**config.mk**
```make
export PLATFORM = sky130hd
export DESIGN_NAME = mc_control_unit
export DESIGN_NICKNAME = d
export VERILOG_FILES = /design/src/rtl/mc_control_unit.sv
export SDC_FILE = /design/constraint.sdc
export NUM_CORES = 1
export LEC_CHECK = 0
export CORE_MARGIN = 2
export CORE_UTILIZATION = 36
export CTS_CLUSTER_DIAMETER = 100
export CTS_CLUSTER_SIZE = 30
export DETAILED_ROUTE_END_ITERATION = 10
export PLACE_DENSITY = 0.79
export SYNTH_ARGS = -nofsm -noshare
export SYNTH_HDL_FRONTEND = slang
export SYNTH_SLANG_ARGS = --single-unit
```
**constraint.sdc**
```tcl
create_clock -name clk -period 2 [get_ports clk]
set_input_delay 0.6 -clock clk [delete_from_list [all_inputs] [get_ports clk]]
set_output_delay 0.6 -clock clk [all_outputs]
set_load 0.02 [all_outputs]
```
**src/rtl/mc_control_unit.sv**
```systemverilog
`default_nettype none
// ============================================================================
// Module      : mc_control_unit
// Description : Control unit for the multicycle ARM core. Holds the main FSM,
//               instruction decode, condition-code evaluator and the NZCV
//               flag register, and drives every datapath control input.
// Revision    : 1.0 - initial release
// ============================================================================
module mc_control_unit #(
    parameter logic [3:0] FLAGS_RESET = 4'b0000
) (
    input  logic        clk,
    input  logic        reset,
    input  logic [31:0] Instr,
    input  logic [3:0]  ALUFlags,
    output logic        PCWrite,
    output logic        MemWrite,
    output logic        RegWrite,
    output logic        IRWrite,
    output logic        AdrSrc,
    output logic [1:0]  RegSrc,
    output logic [1:0]  ALUSrcA,
    output logic [1:0]  ALUSrcB,
    output logic [1:0]  ResultSrc,
    output logic [1:0]  ImmSrc,
    output logic [2:0]  ALUControl,
    output logic [3:0]  State
);

    typedef enum logic [3:0] {
        FETCH    = 4'd0,
        DECODE   = 4'd1,
        MEMADR   = 4'd2,
        MEMREAD  = 4'd3,
        MEMWB    = 4'd4,
        MEMWRITE = 4'd5,
        EXECUTER = 4'd6,
        EXECUTEI = 4'd7,
        ALUWB    = 4'd8,
        BRANCH   = 4'd9
    } state_t;

    state_t      state_q, state_d;
    logic [3:0]  flags_q, flags_d;
    logic        condex_q, condex_d;

    // Instruction fields
    logic [1:0]  w_op;
    logic [3:0]  w_cond;
    logic [3:0]  w_rd;
    logic [3:0]  w_cmd;
    logic        w_s, w_i, w_l, w_u;
    logic        w_rd_pc;

    assign w_op    = Instr[27:26];
    assign w_cond  = Instr[31:28];
    assign w_rd    = Instr[15:12];
    assign w_cmd   = Instr[24:21];
    assign w_s     = Instr[20];
    assign w_i     = Instr[25];
    assign w_l     = Instr[20];
    assign w_u     = Instr[23];
    assign w_rd_pc = (w_rd == 4'd15);

    // Rn and the immediate/shift fields are consumed by the datapath only
    logic w_unused;
    assign w_unused = ^{Instr[19:16], Instr[11:0]};

    // ARM condition evaluation against {N,Z,C,V}; code 1111 never executes
    function automatic logic cond_ex(input logic [3:0] c, input logic [3:0] f);
        logic n, z, cf, v;
        n  = f[3];
        z  = f[2];
        cf = f[1];
        v  = f[0];
        case (c)
            4'b0000: cond_ex = z;
            4'b0001: cond_ex = ~z;
            4'b0010: cond_ex = cf;
            4'b0011: cond_ex = ~cf;
            4'b0100: cond_ex = n;
            4'b0101: cond_ex = ~n;
            4'b0110: cond_ex = v;
            4'b0111: cond_ex = ~v;
            4'b1000: cond_ex = cf & ~z;
            4'b1001: cond_ex = ~cf | z;
            4'b1010: cond_ex = (n == v);
            4'b1011: cond_ex = (n != v);
            4'b1100: cond_ex = ~z & (n == v);
            4'b1101: cond_ex = z | (n != v);
            4'b1110: cond_ex = 1'b1;
            default: cond_ex = 1'b0;
        endcase
    endfunction

    // Data-processing command decode: ALU op, register writeback, flag writes
    logic [2:0] w_alu_dp;
    logic       w_writable;
    logic       w_flag_we;
    logic       w_cv_we;

    // Map cmd to ALU operation and which architectural state it may update
    always_comb begin
        w_alu_dp   = 3'b000;
        w_writable = 1'b0;
        w_flag_we  = 1'b0;
        w_cv_we    = 1'b0;
        case (w_cmd)
            4'b0100: begin w_alu_dp = 3'b000; w_writable = 1'b1; w_flag_we = w_s;  w_cv_we = 1'b1; end
            4'b0010: begin w_alu_dp = 3'b001; w_writable = 1'b1; w_flag_we = w_s;  w_cv_we = 1'b1; end
            4'b0000: begin w_alu_dp = 3'b010; w_writable = 1'b1; w_flag_we = w_s;  w_cv_we = 1'b0; end
            4'b1100: begin w_alu_dp = 3'b011; w_writable = 1'b1; w_flag_we = w_s;  w_cv_we = 1'b0; end
            4'b1010: begin w_alu_dp = 3'b001; w_writable = 1'b0; w_flag_we = 1'b1; w_cv_we = 1'b1; end
            default: begin w_alu_dp = 3'b000; w_writable = 1'b0; w_flag_we = 1'b0; w_cv_we = 1'b0; end
        endcase
    end

    // State, flag and condition registers; reset abandons any instruction
    always_ff @(posedge clk or posedge reset) begin
        if (reset) begin
            state_q  <= FETCH;
            flags_q  <= FLAGS_RESET;
            condex_q <= 1'b0;
        end else begin
            state_q  <= state_d;
            flags_q  <= flags_d;
            condex_q <= condex_d;
        end
    end

    // Next state, condition latch in DECODE, flag update at end of EXECUTE
    always_comb begin
        state_d  = state_q;
        condex_d = condex_q;
        flags_d  = flags_q;
        case (state_q)
            FETCH:    state_d = DECODE;
            DECODE: begin
                condex_d = cond_ex(w_cond, flags_q);
                case (w_op)
                    2'b00:   state_d = w_i ? EXECUTEI : EXECUTER;
                    2'b01:   state_d = MEMADR;
                    2'b10:   state_d = BRANCH;
                    default: state_d = FETCH;
                endcase
            end
            MEMADR:   state_d = w_l ? MEMREAD : MEMWRITE;
            MEMREAD:  state_d = MEMWB;
            MEMWB:    state_d = FETCH;
            MEMWRITE: state_d = FETCH;
            EXECUTER, EXECUTEI: begin
                state_d = ALUWB;
                if (condex_q && w_flag_we) begin
                    flags_d[3:2] = ALUFlags[3:2];
                    if (w_cv_we) begin
                        flags_d[1:0] = ALUFlags[1:0];
                    end
                end
            end
            ALUWB:    state_d = FETCH;
            BRANCH:   state_d = FETCH;
            default:  state_d = FETCH;
        endcase
    end

    logic w_pcw, w_mw, w_rw, w_irw;

    // Moore output decode from state and instruction
    always_comb begin
        w_pcw      = 1'b0;
        w_mw       = 1'b0;
        w_rw       = 1'b0;
        w_irw      = 1'b0;
        AdrSrc     = 1'b0;
        ALUSrcA    = 2'b00;
        ALUSrcB    = 2'b00;
        ResultSrc  = 2'b00;
        ALUControl = 3'b000;
        RegSrc     = {(w_op == 2'b01) & ~w_l, (w_op == 2'b10)};
        ImmSrc     = (w_op == 2'b11) ? 2'b00 : w_op;
        case (state_q)
            FETCH: begin
                w_irw     = 1'b1;
                w_pcw     = 1'b1;
                ALUSrcA   = 2'b01;
                ALUSrcB   = 2'b10;
                ResultSrc = 2'b10;
            end
            DECODE: begin
                ALUSrcA   = 2'b01;
                ALUSrcB   = 2'b10;
                ResultSrc = 2'b10;
            end
            MEMADR: begin
                ALUSrcB    = 2'b01;
                ALUControl = w_u ? 3'b000 : 3'b001;
            end
            MEMREAD: begin
                AdrSrc = 1'b1;
            end
            MEMWRITE: begin
                AdrSrc = 1'b1;
                w_mw   = condex_q;
            end
            MEMWB: begin
                ResultSrc = 2'b01;
                w_rw      = condex_q;
                w_pcw     = condex_q & w_rd_pc;
            end
            EXECUTER: begin
                ALUControl = w_alu_dp;
            end
            EXECUTEI: begin
                ALUSrcB    = 2'b01;
                ALUControl = w_alu_dp;
            end
            ALUWB: begin
                w_rw  = condex_q & w_writable;
                w_pcw = condex_q & w_writable & w_rd_pc;
            end
            BRANCH: begin
                ALUSrcB   = 2'b01;
                ResultSrc = 2'b10;
                w_pcw     = condex_q;
            end
            default: ;
        endcase
    end

    // Write enables are held off for as long as reset is asserted
    assign PCWrite  = w_pcw & ~reset;
    assign MemWrite = w_mw  & ~reset;
    assign RegWrite = w_rw  & ~reset;
    assign IRWrite  = w_irw & ~reset;
    assign State    = state_q;

endmodule
`default_nettype wire

```
-- Word level (Yosys, flattened, before mapping)
Index checks and enable logic that the tools add are counted.
- eq/ne operators: 33
- muxes and demuxes: 20
- bitwise operators: 18
- reduce and logical (&&, ||, !) cells: 15
- operator list (cell ; count):
    $eq A4 B4 Y1 const B ; 12
    $eq A4 B3 Y1 const B ; 9
    $eq A4 B2 Y1 const B ; 5
    $pmux W4 S5 ; 1
    $pmux W1 S15 ; 1
    $logic_not A4 Y1 ; 3
    $pmux W4 S3 ; 1
    $and A1 B1 Y1 ; 10
    $reduce_or A3 Y1 ; 3
    $eq A4 B1 Y1 const B ; 2
    $mux W1 ; 8
    $pmux W2 S2 ; 2
    $reduce_or A2 Y1 ; 4
    $not A1 Y1 ; 6
    $pmux W2 S3 ; 1
    $pmux W3 S2 ; 1
    $eq A2 B2 Y1 const B ; 2
    $pmux W1 S2 ; 2
    $pmux W1 S4 ; 1
    $reduce_or A4 Y1 ; 1
    $mux W3 ; 1
    $reduce_and A3 Y1 ; 1
    $eq A2 B1 Y1 const B ; 1
    $logic_not A2 Y1 ; 1
    6 further kinds ; 7
- bits in registers: 9
- output and inout bits: 22
- word-level logic and storage cells: 90

-- Longest topological paths before layout
- word-level depth: 7
- gate-level depth with buffers: 5

-- Least setup slack after synthesis
OpenSTA, ideal clock, no wires.
- path kind: reg2out
- start: register state_q[3] (netlist: State[3])
- end: output PCWrite
- arrival time: 1.646 ns
- required time: 1.400 ns
- setup slack: -0.246 ns
- stages on the path, launching flop included: 5
- path through: dfrtp_1 -> clkbuf_1 -> nor3_1 -> nand3_1 -> o31ai_1
- longest elaborated chain between the ends: 3
- RTL lines (element ; RTL line ; source):
    start: declaration ; 43 ; state_t state_q, state_d;
    start signal: assignment ; 125 ; state_q <= state_d;
    $eq A4 B4 Y1 (tied with other cells) ; 181 ; case (state_q)
    $pmux W1 S4 (*) ; 181 ;
    $and A1 B1 Y1 (*) ; 231 ; assign PCWrite = w_pcw & ~reset;
    end: declaration ; 16 ; output logic PCWrite,
Mark *: on every way between the ends. The rest lies on a longest branch, timed or not.

-- Worst setup path in the final report
- start: input Instr[21]
- end: output PCWrite
- longest elaborated chain between the ends: 7
- RTL lines (element ; RTL line ; source):
    start: declaration ; 14 ; input logic [31:0] Instr,
    $eq A4 B2 Y1 (tied with other cells) ; 108 ; case (w_cmd)
    $reduce_or A4 Y1 (no source line) (*) ; - ;
    $mux W1 (*) ; 108 ;
    $and A1 B1 Y1 (*) (2 in a row) ; 219 ; w_pcw = condex_q & w_writable & w_rd_pc;
    $pmux W1 S4 (*) ; 181 ;
    $and A1 B1 Y1 (*) ; 231 ;
Marks and branches as above.

==> metrics.txt <==
Netlist Area Pre-Place=949.7 um2; detailed-route DRC error count=0; fmax=approximately 0.47 GHz; Most used DFF post-synth=sky130_fd_sc_hd__dfrtp_1; hold_ws=about 0.36 ns; Area growth syn-to-layout=80.90%; met1 wire length=roughly 1400 um; clock input transition at the sequential cells of the worst setup and hold paths=about 0.060 ns; worst-path fanout max=3; mean number of vias per cell=around 5.4; worst hold-check path type=in2async; worst reg-to-reg setup slack=around 0.04 ns; endpoint type of the worst setup path=output pin; count of maximum capacitance violations=0; vias in the first global route=between 1000 and 1500; horizontal die dimension=between 50 and 60 um; final number of setup-violating endpoints=4; required time worst endpoint=between 1 and 1.5 ns; total vias in the final route=roughly 1200; drt wl/cell=between 15 and 20 um; core region area=roughly 2500 um2; clock root cell=sky130_fd_sc_hd__clkbuf_4; TritonCTS clock tree=built; total leakage power=approximately 0.81 nW; setup repair after global routing missed its margin=true; max-slew violation total from the final report=0; top-level port count=60; Pre-Repair DR Iteration Count=4; total placed cells including tap cells=around 210; count of placed standard cells in the final layout, fillers left out=between 200 and 250; Final min period=roughly 2.1 ns; top layer in use=met4; Post-DRT Antenna Nets=0; maximum number of pins on one net before global-route repair=12; critical setup path kind=in2out; type of origin of the critical path=primary input; Placer Congestion=just over 0.8; final hold viol count=0; met3 wirelength from detailed routing=between 200 and 250 um; Mean Syn Cell Area=between 8 and 9 um2; global-route wire length before repair=around 5400 um; die area=slightly above 3000 um2; number of clock sinks=9; GRT Total Usage=0.2175; CTS H-tree lvls=1; leading cell type in the layout, fill and taps excluded=sky130_fd_sc_hd__buf_4; number of instances in the synthesized netlist=between 100 and 150; async set or reset register ratio after synthesis=1.000; die height=55.36 um; arrival time reported for the critical path endpoint=approximately 1.6 ns; Post-Route Setup TNS=-0.4577 ns; number of antenna violations at the first check in global routing=0; most used cells in the layout excluding fill and tap cells=41 x sky130_fd_sc_hd__buf_4, 10 x sky130_fd_sc_hd__dlygate4sd2_1, 10 x sky130_fd_sc_hd__clkdlybuf4s50_1; utilization of the core after routing=0.6872; sum of buffers and inverters on the critical path=2; number of buffers added by the clock tree synthesis step=3; cell area after placement=around 1600 um2; row count=18; initial core utilization=0.3799; maximum cell stage delay along the critical path=approximately 0.32 ns; share of the cycle needed by the critical path after routing=1.073; clock latency of the later-clocked register in the worst-skew pair=0.26 ns; pre-CTS setup slack=-0.9694 ns; failing checks=negative setup slack; Synth cell types=between 40 and 50; final clock skew=just under 0.006 ns; gate family responsible for the most delay along the worst path=compound AO/OA/AOI/OAI gates; cell area after layout=1718 um2; Post-synth EDFFs=0; half-perimeter wire length after detailed placement=around 2500 um; GR Overflow Total=0; share of layout cells above drive strength 1=0.4921; input/output buffers=~40; cell breakdown of the critical path=buf_2, a21oi_4, a211o_1, a22oi_2, o31ai_2, buf_4; number of storage elements in the synthesis netlist=9; met2 routed wirelength=about 1800 um; sequential share of the synthesized area=0.2372; drt first-iter violations=15; setup slack after layout=-0.1467 ns; Warnings, synthesis=0; VDD IR max=a little under 0.001 V; run status=finished with violations; total routed wirelength=~3400 um; slowest stage cell on the critical path=sky130_fd_sc_hd__a211o_1; quantity of hold-fixing buffers added after cts=0; total inserted antenna cells=0; power after layout=between 2 and 2.5 mW; clock tree buffer depth=2; power density over the cells=1172 nW/um2; Post-layout nets=230
## synthesized netlist by cell type (2+ instances only)
library cell	number	area share
sky130_fd_sc_hd__xnor2_1	3	0.028
sky130_fd_sc_hd__a21oi_1	6	0.032
sky130_fd_sc_hd__a22oi_1	2	0.016
sky130_fd_sc_hd__mux2_4	2	0.032
sky130_fd_sc_hd__and3b_1	2	0.018
sky130_fd_sc_hd__nor3_1	10	0.053
sky130_fd_sc_hd__nor2_1	5	0.020
sky130_fd_sc_hd__buf_4	4	0.032
sky130_fd_sc_hd__mux2_1	3	0.036
sky130_fd_sc_hd__buf_2	6	0.032
sky130_fd_sc_hd__nand2b_1	7	0.046
sky130_fd_sc_hd__nand3_1	3	0.016
sky130_fd_sc_hd__o21ai_0	2	0.011
sky130_fd_sc_hd__mux2i_1	3	0.032
sky130_fd_sc_hd__a31oi_1	4	0.026
sky130_fd_sc_hd__inv_1	3	0.012
sky130_fd_sc_hd__o31ai_1	2	0.016
sky130_fd_sc_hd__dfrtp_1	9	0.24
sky130_fd_sc_hd__nand2_1	6	0.024
sky130_fd_sc_hd__nor2b_1	10	0.066
## flip-flops by register name (all words and copies together), names as in the netlist
signal and cells:
flags_q 4, State 4, condex_q 1
## worst register-to-register path: stages, from the launching register on
cell and delay [ns]:
sky130_fd_sc_hd__dfrtp_1 0.41, sky130_fd_sc_hd__nand2b_4 0.17, sky130_fd_sc_hd__nor3b_4 0.23, sky130_fd_sc_hd__buf_4 0.16
sky130_fd_sc_hd__buf_6 0.08, sky130_fd_sc_hd__buf_6 0.08, sky130_fd_sc_hd__buf_6 0.08, sky130_fd_sc_hd__buf_6 0.07
sky130_fd_sc_hd__o2111a_2 0.24, sky130_fd_sc_hd__mux2_4 0.31
## what timing repair did
| item | CTS | global route |
|---|---|---|
| setup endpoints to repair | 20 | 17 |
| gates resized for setup | 126 | 19 |
| pin swaps | 9 | 9 |
| setup buffers | 8 | 1 |
## final timing paths
| check | cells past startpoint | endpoint | from |
|---|---|---|---|
| max in group asynchronous | 3 | State[1] | reset |
| setup reg to reg | 9 | flags_q[0] | State[3] |
| hold reg to reg | 1 | flags_q[1] | flags_q[1] |
| hold / removal | 3 | State[3] | reset |
| min in group clk | 1 | flags_q[1] | flags_q[1] |
| setup / recovery | 6 | PCWrite | Instr[21] |
## power by group
part / internal, mW / switching (mW)
registers: 0.254 / 0.115
clock network: 0.0767 / 0.0607
logic: 0.729 / 0.778
total: 1.06 / 0.954
## area by class of cell
class                           instances  area (um2)
Multi-Input combinational cell         95       770.7
Inverter                                4       15.01
Tap cell                               30       37.54
Timing Repair Buffer                   79       639.4
Sequential cell                         9       229.0
Fill cell                             197       782.0
Clock buffer                            4       26.28
## kinds of logic (layout without fill, tap and decap cells)
| family | after synthesis | in the layout | share of synthesized area |
|---|---|---|---|
| simple gates | 53 | 53 | 0.3334 |
| other cells | 1 | 2 | 0.003949 |
| flops | 9 | 9 | 0.2372 |
| compound gates | 29 | 29 | 0.2161 |
| xor+xnor | 3 | 3 | 0.02767 |
| buf+inv | 15 | 87 | 0.08300 |
| mux | 8 | 8 | 0.09881 |
## metal layers
| metal | GRT usage | vias up |
|---|---|---|
| met1 | 0.2554 | 562 |
| met5 | 0 | - |
| met3 | 0.03981 | 2 |
| met2 | 0.4099 | 48 |
| li1 | - | 579 |
| met4 | 0.03833 | 0 |
Note: power is estimated with default switching activity, not from simulation.
